--- src/rtl/axil_to_apb_bridge.sv ---
// rtl/axil_to_apb_bridge.sv - AXI4-Lite slave to APB3 master bridge, one transfer outstanding
// Optional ACCESS-phase timeout enabled by defining APB_TIMEOUT_EN.
module axil_to_apb_bridge #(
  parameter int ADDR_W         = 32,
  parameter int DATA_W         = 32,
  parameter int TIMEOUT_CYCLES = 256
) (
  input  logic                pclk,
  input  logic                preset,
  input  logic [ADDR_W-1:0]   s_awaddr,
  input  logic                s_awvalid,
  output logic                s_awready,
  input  logic [DATA_W-1:0]   s_wdata,
  input  logic [DATA_W/8-1:0] s_wstrb,
  input  logic                s_wvalid,
  output logic                s_wready,
  output logic [1:0]          s_bresp,
  output logic                s_bvalid,
  input  logic                s_bready,
  input  logic [ADDR_W-1:0]   s_araddr,
  input  logic                s_arvalid,
  output logic                s_arready,
  output logic [DATA_W-1:0]   s_rdata,
  output logic [1:0]          s_rresp,
  output logic                s_rvalid,
  input  logic                s_rready,
  output logic                m_psel,
  output logic                m_penable,
  output logic                m_pwrite,
  output logic [ADDR_W-1:0]   m_paddr,
  output logic [DATA_W-1:0]   m_pwdata,
  input  logic [DATA_W-1:0]   m_prdata,
  input  logic                m_pready,
  input  logic                m_pslverr
);

  typedef enum logic [1:0] {IDLE, SETUP, ACCESS, RESP} state_t;

  localparam logic [1:0] RESP_OKAY   = 2'b00;
  localparam logic [1:0] RESP_SLVERR = 2'b10;

  state_t state;
  logic   last_grant_write;
  logic   idle, wr_cand, rd_cand, grant_write, grant_read;

  // Byte strobes are not forwarded; APB3 has no strobe signal.
  logic unused_sink;
  assign unused_sink = ^{s_wstrb, TIMEOUT_CYCLES > 1};

  assign idle    = (state == IDLE) && !preset;
  assign wr_cand = s_awvalid && s_wvalid;
  assign rd_cand = s_arvalid;

  // Round-robin: on a tie, serve the direction not granted last time.
  assign grant_write = idle && wr_cand && (!rd_cand || !last_grant_write);
  assign grant_read  = idle && rd_cand && (!wr_cand || last_grant_write);

  assign s_awready = grant_write;
  assign s_wready  = grant_write;
  assign s_arready = grant_read;

`ifdef APB_TIMEOUT_EN
  localparam int CNT_W = (TIMEOUT_CYCLES > 2) ? $clog2(TIMEOUT_CYCLES) : 1;
  localparam logic [CNT_W-1:0] CNT_MAX = CNT_W'(TIMEOUT_CYCLES - 1);
  logic [CNT_W-1:0] tmo_cnt;
`endif

  always_ff @(posedge pclk or posedge preset) begin
    if (preset) begin
      state            <= IDLE;
      last_grant_write <= 1'b0;
      m_psel           <= 1'b0;
      m_penable        <= 1'b0;
      m_pwrite         <= 1'b0;
      m_paddr          <= '0;
      m_pwdata         <= '0;
      s_bvalid         <= 1'b0;
      s_rvalid         <= 1'b0;
      s_bresp          <= RESP_OKAY;
      s_rresp          <= RESP_OKAY;
      s_rdata          <= '0;
`ifdef APB_TIMEOUT_EN
      tmo_cnt          <= '0;
`endif
    end else begin
      case (state)
        IDLE: begin
          if (grant_write || grant_read) begin
            last_grant_write <= grant_write;
            m_pwrite         <= grant_write;
            m_paddr          <= grant_write ? s_awaddr : s_araddr;
            if (grant_write) m_pwdata <= s_wdata;
            m_psel           <= 1'b1;
            state            <= SETUP;
          end
        end
        SETUP: begin
          m_penable <= 1'b1;
`ifdef APB_TIMEOUT_EN
          tmo_cnt   <= '0;
`endif
          state     <= ACCESS;
        end
        ACCESS: begin
          if (m_pready) begin
            m_psel    <= 1'b0;
            m_penable <= 1'b0;
            if (m_pwrite) begin
              s_bvalid <= 1'b1;
              s_bresp  <= m_pslverr ? RESP_SLVERR : RESP_OKAY;
            end else begin
              s_rvalid <= 1'b1;
              s_rresp  <= m_pslverr ? RESP_SLVERR : RESP_OKAY;
              s_rdata  <= m_prdata;
            end
            state <= RESP;
          end
`ifdef APB_TIMEOUT_EN
          else if (tmo_cnt == CNT_MAX) begin
            m_psel    <= 1'b0;
            m_penable <= 1'b0;
            if (m_pwrite) begin
              s_bvalid <= 1'b1;
              s_bresp  <= RESP_SLVERR;
            end else begin
              s_rvalid <= 1'b1;
              s_rresp  <= RESP_SLVERR;
              s_rdata  <= '0;
            end
            state <= RESP;
          end else begin
            tmo_cnt <= tmo_cnt + 1'b1;
          end
`endif
        end
        RESP: begin
          if ((s_bvalid && s_bready) || (s_rvalid && s_rready)) begin
            s_bvalid <= 1'b0;
            s_rvalid <= 1'b0;
            state    <= IDLE;
          end
        end
        default: state <= IDLE;
      endcase
    end
  end

endmodule

--- config.mk ---
export PLATFORM = sky130hd
export DESIGN_NAME = axil_to_apb_bridge
export DESIGN_NICKNAME = d
export VERILOG_FILES = /design/src/rtl/axil_to_apb_bridge.sv
export SDC_FILE = /design/constraint.sdc
export NUM_CORES = 1
export LEC_CHECK = 0
export ABC_AREA = 0
export CAP_MARGIN = 20
export CORE_ASPECT_RATIO = 1.25
export CORE_UTILIZATION = 41
export DETAILED_ROUTE_END_ITERATION = 16
export GPL_TIMING_DRIVEN = 0
export PLACE_DENSITY_LB_ADDON = 0.2
export SLEW_MARGIN = 20
export SYNTH_ARGS = -nofsm -noshare
export SYNTH_HDL_FRONTEND = slang
export SYNTH_SLANG_ARGS = --single-unit
--- constraint.sdc ---
create_clock -name pclk -period 5.5 [get_ports pclk]
set_input_delay 0.825 -clock pclk [delete_from_list [all_inputs] [get_ports pclk]]
set_output_delay 0.825 -clock pclk [all_outputs]
set_load 0.1 [all_outputs]
==> metrics.md <==
| Metric | Value |
|---|---|
| Vias per inst | 5.03 |
| Worst Path Required | 4.68 ns |
| Max frequency | 234 MHz |
| Pin count of the biggest net entering global routing | 64 |
| Slowest stage cell on the critical path | clkdlybuf4s50_1 |
| FF+latch count, synth | 105 |
| GP Congestion | 0.756 |
| Post-Synth XOR/XNOR Area | 0% |
| Final net count | 705 |
| ANT nets after route | 0 |
| Commonest non-fill, non-tap cell in the layout | clkdlybuf4s50_1 |
| Drc violations | 0 |
| Post-CTS resize count | 0 |
| Simple-Gate Fraction of Synth Area | 6.35% |
| Num CTS Buffers | 9 |
| Site Rows | 41 |
| Seq/Total Area, Yosys | 60.0% |
| Count of endpoints failing setup in the final report | 0 |
| Antenna Diode Count | 0 |
| # clock sinks | 105 |
| Layout area overhead | 66.4% |
| RSZ-0062 raised after global routing | no |
| Maxcap violations | 0 |
| Outcome | finished clean |
| Final Hold Viols | 0 |
| Cells after Synth | 305 |
| Worst slew pin tran | 1.04 ns |
| CP Capture Type | output port |
| Final wirelength | 12100 um |
| Postcts setup bufs | 0 |
| Total track usage | 22.5% |
| 1st-iter DRT viols | 59 |
| Hold_buf cts | 0 |
| Syn_area_per_cell | 14.3 um^2 |
| Vias in the first global route | 3800 |
| Max-Slew Margin vs Limit | 30.4% |
| Crit share post-route | 77.8% |
| CP Class | input pin to output port |
| Htree depth | 3 |
| Compound-Gate Fraction of Synth Area | 9.38% |
| First-pass GRT wire length | 18800 um |
| Die W | 94.4 um |
| Final Max Slew Viols | 0 |
| Post-synth cell types | 32 |
| Core area | 10300 um^2 |
| CP max stage delay | 1.14 ns |
| Crit-path cells | clkdlybuf4s50_1, a21oi_2, nor3b_2, nor2b_2, buf_6, buf_6, clkdlybuf4s50_1 |
| Arrival @ worst endpoint | 3.45 ns |
| Routed len/inst | 17.5 um |
| Initial antenna violation count | 0 |
| Ports | 249 |
| Clk_lat worst skew | 0.34 ns |
| CTS max path bufs | 2 |
| Mux contribution to synthesized area | 18.6% |
| Crit Path Max Fanout | 10 |
| Layout Skew | 0.00579 ns |
| Post-DP HPWL | 9380 um |
| Worst Setup Start Kind | input pin |
| GRT Residual Overflow | 0 |
| Fin crit period | 4.28 ns |
| Post-Route Setup TNS | 0 ns |
| Synth warn | 0 |
| HP Class | register to register |
| DR vias | 3485 |
| Die area | 11100 um^2 |
| Mapped cell area | 4380 um^2 |
| Pre-antenna DRT Iters | 4 |
| Synth Area in Adders | 1.43% |
| Clock-pin slew on the worst setup and hold paths | 0.07 ns |
| Port Buf Inserts | 241 |
| CTS tree | yes |
| Commonest non-fill, non-tap cells in the layout | clkdlybuf4s50_1, dfrtp_1, mux2_2 |
| Die Ht | 118 um |
| Largest family of logic cells by synthesized area | multiplexers |
| Starting Density | 42.7% |
| Root Buffer | clkbuf_16 |
| Layout cell share with drive strength beyond 1 | 18.4% |
flip-flops by register name, summed over array words and instances (netlist names):
register	count
m_penable	1
s_rvalid	1
s_rdata	32
m_psel	1
m_pwdata	32
state	2
s_bresp	1
s_bvalid	1
s_rresp	1
m_pwrite	1
m_paddr	32
worst max-delay path, delay by kind of cell:
kind	cells	cell delay, ns
buffers and inverters	4	1.99
AND/OR/NAND/NOR	2	0.53
AO/OA/AOI/OAI	1	0.09
final timing paths:
path,cells after the start,start,end,slack [ns]
worst max-delay path,7,s_wvalid,s_arready,1.22
worst min-delay path,1,m_pwdata[2],m_pwdata[2],0.49
worst max register to register,7,state[0],m_pwdata[4],3.52
worst min register to register,1,m_pwdata[2],m_pwdata[2],0.49
max in group asynchronous,3,preset,m_paddr[13],3.91
min in group asynchronous,2,preset,m_psel,0.96
kinds of logic after synthesis:
group | after synthesis
muxes | 73
DFF | 105
and+or+nand+nor | 45
buffers and inverters | 27
other | 1
AOI/OAI and AO/OA | 49
adders and majority gates | 5
per-layer routing:
layer / GRT usage (%) / wire (um)
met1: 23.2 / 4310
met2: 41.8 / 6480
met3: 6.91 / 1120
met4: 7.31 / 189
met5: 0 / 0
area by class of cell:
class                           instances  area [um^2]
Fill cell                             747         2980
Sequential cell                       105         2630
Timing Repair Buffer                  242         2440
Multi-Input combinational cell        174         1570
Clock buffer                           10          229
Buffer                                 22          161
Tap cell                              129          161
Clock inverter                          6         67.6
Inverter                                5         23.8
cells in the mapped netlist, drive strengths merged:
library cell	number	area (um^2)
a21oi	9	60.1
buf	22	161
nand2	3	11.3
o21ai	5	25.0
and2b	1	7.51
nand3	2	10.0
a22oi	1	7.51
a21boi	3	22.5
a31oi	2	12.5
nor2	8	30.0
nand4b	1	23.8
conb	1	3.75
dfrtp	105	2630
o2bb2ai	1	8.76
mux2i	6	60.1
nor3b	1	12.5
inv	5	18.8
o22ai	1	6.26
o21bai	1	7.51
and2	1	6.26
a221o	26	260
nor3	1	5.00
nor2b	27	171
mux2	67	754
ha	5	62.6
metrics by stage:
stage	cell area [um^2]	setup slack, ns	hold slack [ns]	instances	utilization [%]
floorplan	4380	1.91	0.517	306	-
global placement	6950	0.390	0.469	676	67.8
detailed placement	6990	1.18	0.479	677	68.1
CTS	7280	1.17	0.495	693	71.0
global route	7280	1.11	0.518	693	71.0
finish	7280	1.22	0.492	693	71.0
Power is not shown: default switching activity piles up to over one toggle a cycle in this logic, so the estimate is an artifact.
==> edit 1 (same flow settings) <==
Reset style: synchronous (`preset`), changed in one clocked block.
--- a/src/rtl/axil_to_apb_bridge.sv
+++ b/src/rtl/axil_to_apb_bridge.sv
@@ -65,7 +65,7 @@
   logic [CNT_W-1:0] tmo_cnt;
 `endif
 
-  always_ff @(posedge pclk or posedge preset) begin
+  always_ff @(posedge pclk) begin
     if (preset) begin
       state            <= IDLE;
       last_grant_write <= 1'b0;
Behaviour: differs if preset is asserted again (counterexample within 4 cycles, from zero or initial values and one cycle with preset high); with preset held inactive, the same outputs for 4 cycles.
==> edit 1 against the original RTL <==
Synthesized area fell by 4.0%; worst setup slack better by 86 ps; non-clock buffer count grew 21; routed wire length rose by 13%; sequential cell count stayed put; final area down 2.6%; highest routed layer unchanged.
==> edit 1: results (changes against the original RTL) <==
* Slew HR at 30.7% (+0.29 points)
* Hold endpoint: m_pwdata[14]$_SDFFE_PP0P_
* Clock skew at 4.38 ps (-1.41 ps)
* Worst R2R End: s_rdata[9]$_SDFFE_PP0P_
* First-pass GRT wire length at 21.1 mm (+12%)
* Drt pass-1 iters at 4 (unchanged)
* GRT Util Overall at 25.3% (+2.9 points)
* Top-count cell post-synth: nand2_1
* Global-route track usage on met2 at 46.6% (+4.8 points)
* Dpl cell area at 0.00677 mm² (-3.0%)
* Setup WS pre-CTS at 1310 ps (+124 ps)
* Reg2Reg Depth at 8 (+1)
* Post-synth cell types at 30 (-6.3%)
* Critical Path Start: s_wvalid
* Footprint of the multi-input gates at 0.00186 mm² (+18%)
* GP Congestion at 0.801 (+6.0%)
* Number of DRC markers in iteration 0 at 154 (+160%)
* Hold Crit Class: flip-flop to flip-flop
* Ys flop type: dfxtp_1
* Detailed placer's ending HPWL at 10.4 mm (+11%)
* Layout cell share with drive strength beyond 1 at 7.04% (-11 points)
* FFs w/ async S/R, synth at 0% (-100 points)
* R2R setup slack at 3440 ps (-80 ps)
* Top post-synthesis cells by area: dfxtp_1 (50%), nand2_1 (18%), a21oi_1 (8.2%)
* Drt wl/cell at 15.0 µm (-14%)
* Largest net degree at the start of global routing at 17 (-73%)
* Commonest cells in the netlist: nand2_1 (201), dfxtp_1 (105), a21oi_1 (69), nor2_1 (38), clkbuf_1 (25)
* Nets at 922 (+31%)
* Worst hold stages at 2 (+1)
* Cts repair resizes at 0 (unchanged)
* Largest fanout on the critical path at 11 (+1)
* CP Data Arrival Time at 3370 ps (-80 ps)
* Tmin final at 4190 ps (-86.4 ps)
* Outcome: finished clean
* Global routing usage on met1 at 27.8% (+4.6 points)
* Fillers at 777 (+4.0%)
-- edit 1: cell count changes in the layout (fill, tap and decap cells not counted), moves of 16 or more --
cell      before  now
a221o_1       26    0
a311oi_1       0   16
nor2b_1       26    1
clkbuf_1       1   25
nor2_1         8   38
nand2_1        3  201
dfrtp_1      105    0
dfxtp_1        0  105
a21oi_1        7   69
mux2_2        60    0
a311oi_2       0   17
-- edit 1: final cells by class --
class                      instances  share of cell area, %
tap                              126                   2.22
sequential                       105                   29.6
inverter                           5                  0.265
buffer                            44                   3.11
multi-input combinational        370                   26.3
clock buffer                      12                   3.76
clock inverter                     4                  0.706
timing repair buffer             241                   34.0
-- edit 1: power groups by stage --
stage	sequential [mW]	clock (mW)	combinational, mW
finish	0.928	0.663	1.50
global route	0.942	0.707	1.57
global placement	0.940	0	1.48
CTS	0.929	0.676	1.51
detailed placement	0.945	0	1.50
floorplan	1.67	0	0.377
-- edit 1: how the worst max path moves through the flow --
stage               cells past startpoint   endpoint
floorplan                               3  s_arready
detailed placement                      8   s_wready
CTS                                     8   s_wready
global route                            8   s_wready
finish                                  8   s_wready
global placement                        8   s_wready
-- edit 1: cell families (layout without fill, tap and decap cells) --
| kind of cell | Yosys count | in the layout | synth area share, % |
|---|---|---|---|
| and+or+nand+nor | 248 | 248 | 22.9 |
| DFF | 105 | 105 | 50.0 |
| AOI/OAI and AO/OA | 113 | 113 | 19.3 |
| adders and majority gates | 5 | 5 | 1.49 |
| other | 1 | 2 | 0.0893 |
| buffers and inverters | 49 | 306 | 5.69 |
| muxes | 2 | 2 | 0.477 |
-- edit 1: per-layer routing --
metal  up-vias  part of all wire (%)
met1      2046                    39
met2       183                    52
li1       2239                     -
met3        26                   6.9
met4         0                   2.3
met5         -                     0
-- edit 1: through the flow --
stage | instances | hold WS [ps]
final | 907 | 453
after floorplan | 524 | 526
after detailed placement | 891 | 446
after global placement | 891 | 441
after global routing | 907 | 470
after CTS | 907 | 455
-- edit 1: worst max-delay path: cells and delay by family --
kind / cells / cell delay (ps)
simple gates: 1 / 70
buf+inv: 6 / 2210
compound gates: 1 / 270
==> edit 2 (same flow settings) <==
Without the edit above. Build with the macro `APB_TIMEOUT_EN` defined.
--- a/src/rtl/axil_to_apb_bridge.sv
+++ b/src/rtl/axil_to_apb_bridge.sv
@@ -1,5 +1,7 @@
 // rtl/axil_to_apb_bridge.sv - AXI4-Lite slave to APB3 master bridge, one transfer outstanding
 // Optional ACCESS-phase timeout enabled by defining APB_TIMEOUT_EN.
+`define APB_TIMEOUT_EN
+
 module axil_to_apb_bridge #(
   parameter int ADDR_W         = 32,
   parameter int DATA_W         = 32,
Function: same outputs for any inputs over 4 cycles, from zero or initial values and one cycle with preset high; that may be too few to reach the edited logic, so the function may still have changed.
==> edit 2 against the original RTL <==
Sequential cell count increased by 8; final area rose by 12%; critical endpoint is now s_wready; global-route usage increased by 2.5 points; synthesized area grew 12%; routed wire length grew 22%; core utilization shrank 0.81 points; clock skew increased by 2.3 ps; via count increased by 28%; worst setup slack lost 110 ps.
Power is not shown: default switching activity piles up to over one toggle a cycle in this logic, so the estimate is an artifact.
==> edit 2: results (changes against the original RTL) <==
* Clock skew at 8.11 ps (+2.32 ps)
* Post-synth cell types at 51 (+59%)
* Met3 WL at 1.30 mm (+16%)
* Detailed placer's ending HPWL at 11.1 mm (+18%)
* Vias in the first global route at 4,646 (+22%)
* Outcome: finished clean
* Number of DRC markers in iteration 0 at 196 (+230%)
* Nets at 851 (+21%)
* Worst hold stages at 2 (+1)
* Layout cell share with drive strength beyond 1 at 11.3% (-7.2 points)
* First-pass GRT wire length at 24.0 mm (+28%)
* Worst hold start: m_pwdata[12]$_DFFE_PP0P_
* Clock transition at path regs at 50 ps (-20 ps)
* Fillers at 852 (+14%)
* Worst R2R End: m_paddr[10]$_DFFE_PP0P_
* Worst-margin pin slew at 1050 ps (+6.05 ps)
* GRT Util Overall at 25.0% (+2.5 points)
* Hold endpoint: m_pwdata[12]$_DFFE_PP0P_
* Top post-synthesis cells by area: dfrtp_1 (58%), nand2_1 (9.2%), a22o_1 (6.2%)
* Critical Path Start: preset
* P&R area growth vs syn at 66.2%
* Worst setup path end: s_wready
* Max frequency at 0.228 GHz (-2.6%)
* CTS buffer count at 17 (+8)
* Post-Route WL at 14.8 mm (+22%)
* Biggest cell delay along the critical path at 1110 ps (-30 ps)
* Met2 WL at 7.39 mm (+14%)
* Seq/Total Area, Yosys at 57.6% (-2.4 points)
* Via count at 4,473 (+28%)
* PortBufs at 242 (+0.41%)
* GP Congestion at 0.833 (+10%)
edit 2: cell count changes in the layout (fill, tap and decap cells not counted), moves of 9 or more:
cell      delta
a22o_1      +35
a31oi_2     +11
clkbuf_1     +9
nand2_1    +117
nor2b_1      -9
mux2_2      -59
edit 2: tightest hold or removal path: stages (launching register included):
cell and delay [ps]:
dfrtp_1 340, nand2_1 50, nand2_1 50
edit 2: per-layer routing:
layer	up-vias	track usage, %
li1	2075	-
met1	2151	29.6
met2	215	41.1
met3	32	9.03
met4	0	9.69
met5	-	0
edit 2: cell families after synthesis:
| family | count (synthesis) | synth area share, % |
|---|---|---|
| fa+ha+maj | 5 | 1.28 |
| other cells | 1 | 0.0764 |
| flops | 113 | 57.6 |
| mux | 3 | 0.663 |
| buf+inv | 40 | 5.08 |
| compound gates | 98 | 18.2 |
| simple gates | 182 | 17.1 |
edit 2: final cells by class:
| cell class | instances | area (µm²) | area share (%) |
|---|---|---|---|
| timing repair buffer | 243 | 2450 | 30.1 |
| clock buffer | 17 | 425 | 5.22 |
| inverter | 10 | 47.5 | 0.583 |
| buffer | 30 | 206 | 2.53 |
| sequential | 113 | 2830 | 34.7 |
| multi-input combinational | 290 | 1830 | 22.5 |
| clock inverter | 15 | 160 | 1.96 |
| tap | 161 | 201 | 2.47 |
edit 2: through the flow:
step                      util, %  hold WS [ps]  instance area [µm²]  instances  setup WS, ps
after floorplan                 -           504                 4910        443          1690
after detailed placement     65.1           462                 7570        847          1090
after global placement       64.9           458                 7530        846         -33.8
after CTS                    70.2           476                 8150        879          1090
final                        70.2           474                 8150        879          1110
after global routing         70.2           494                 8150        879          1010
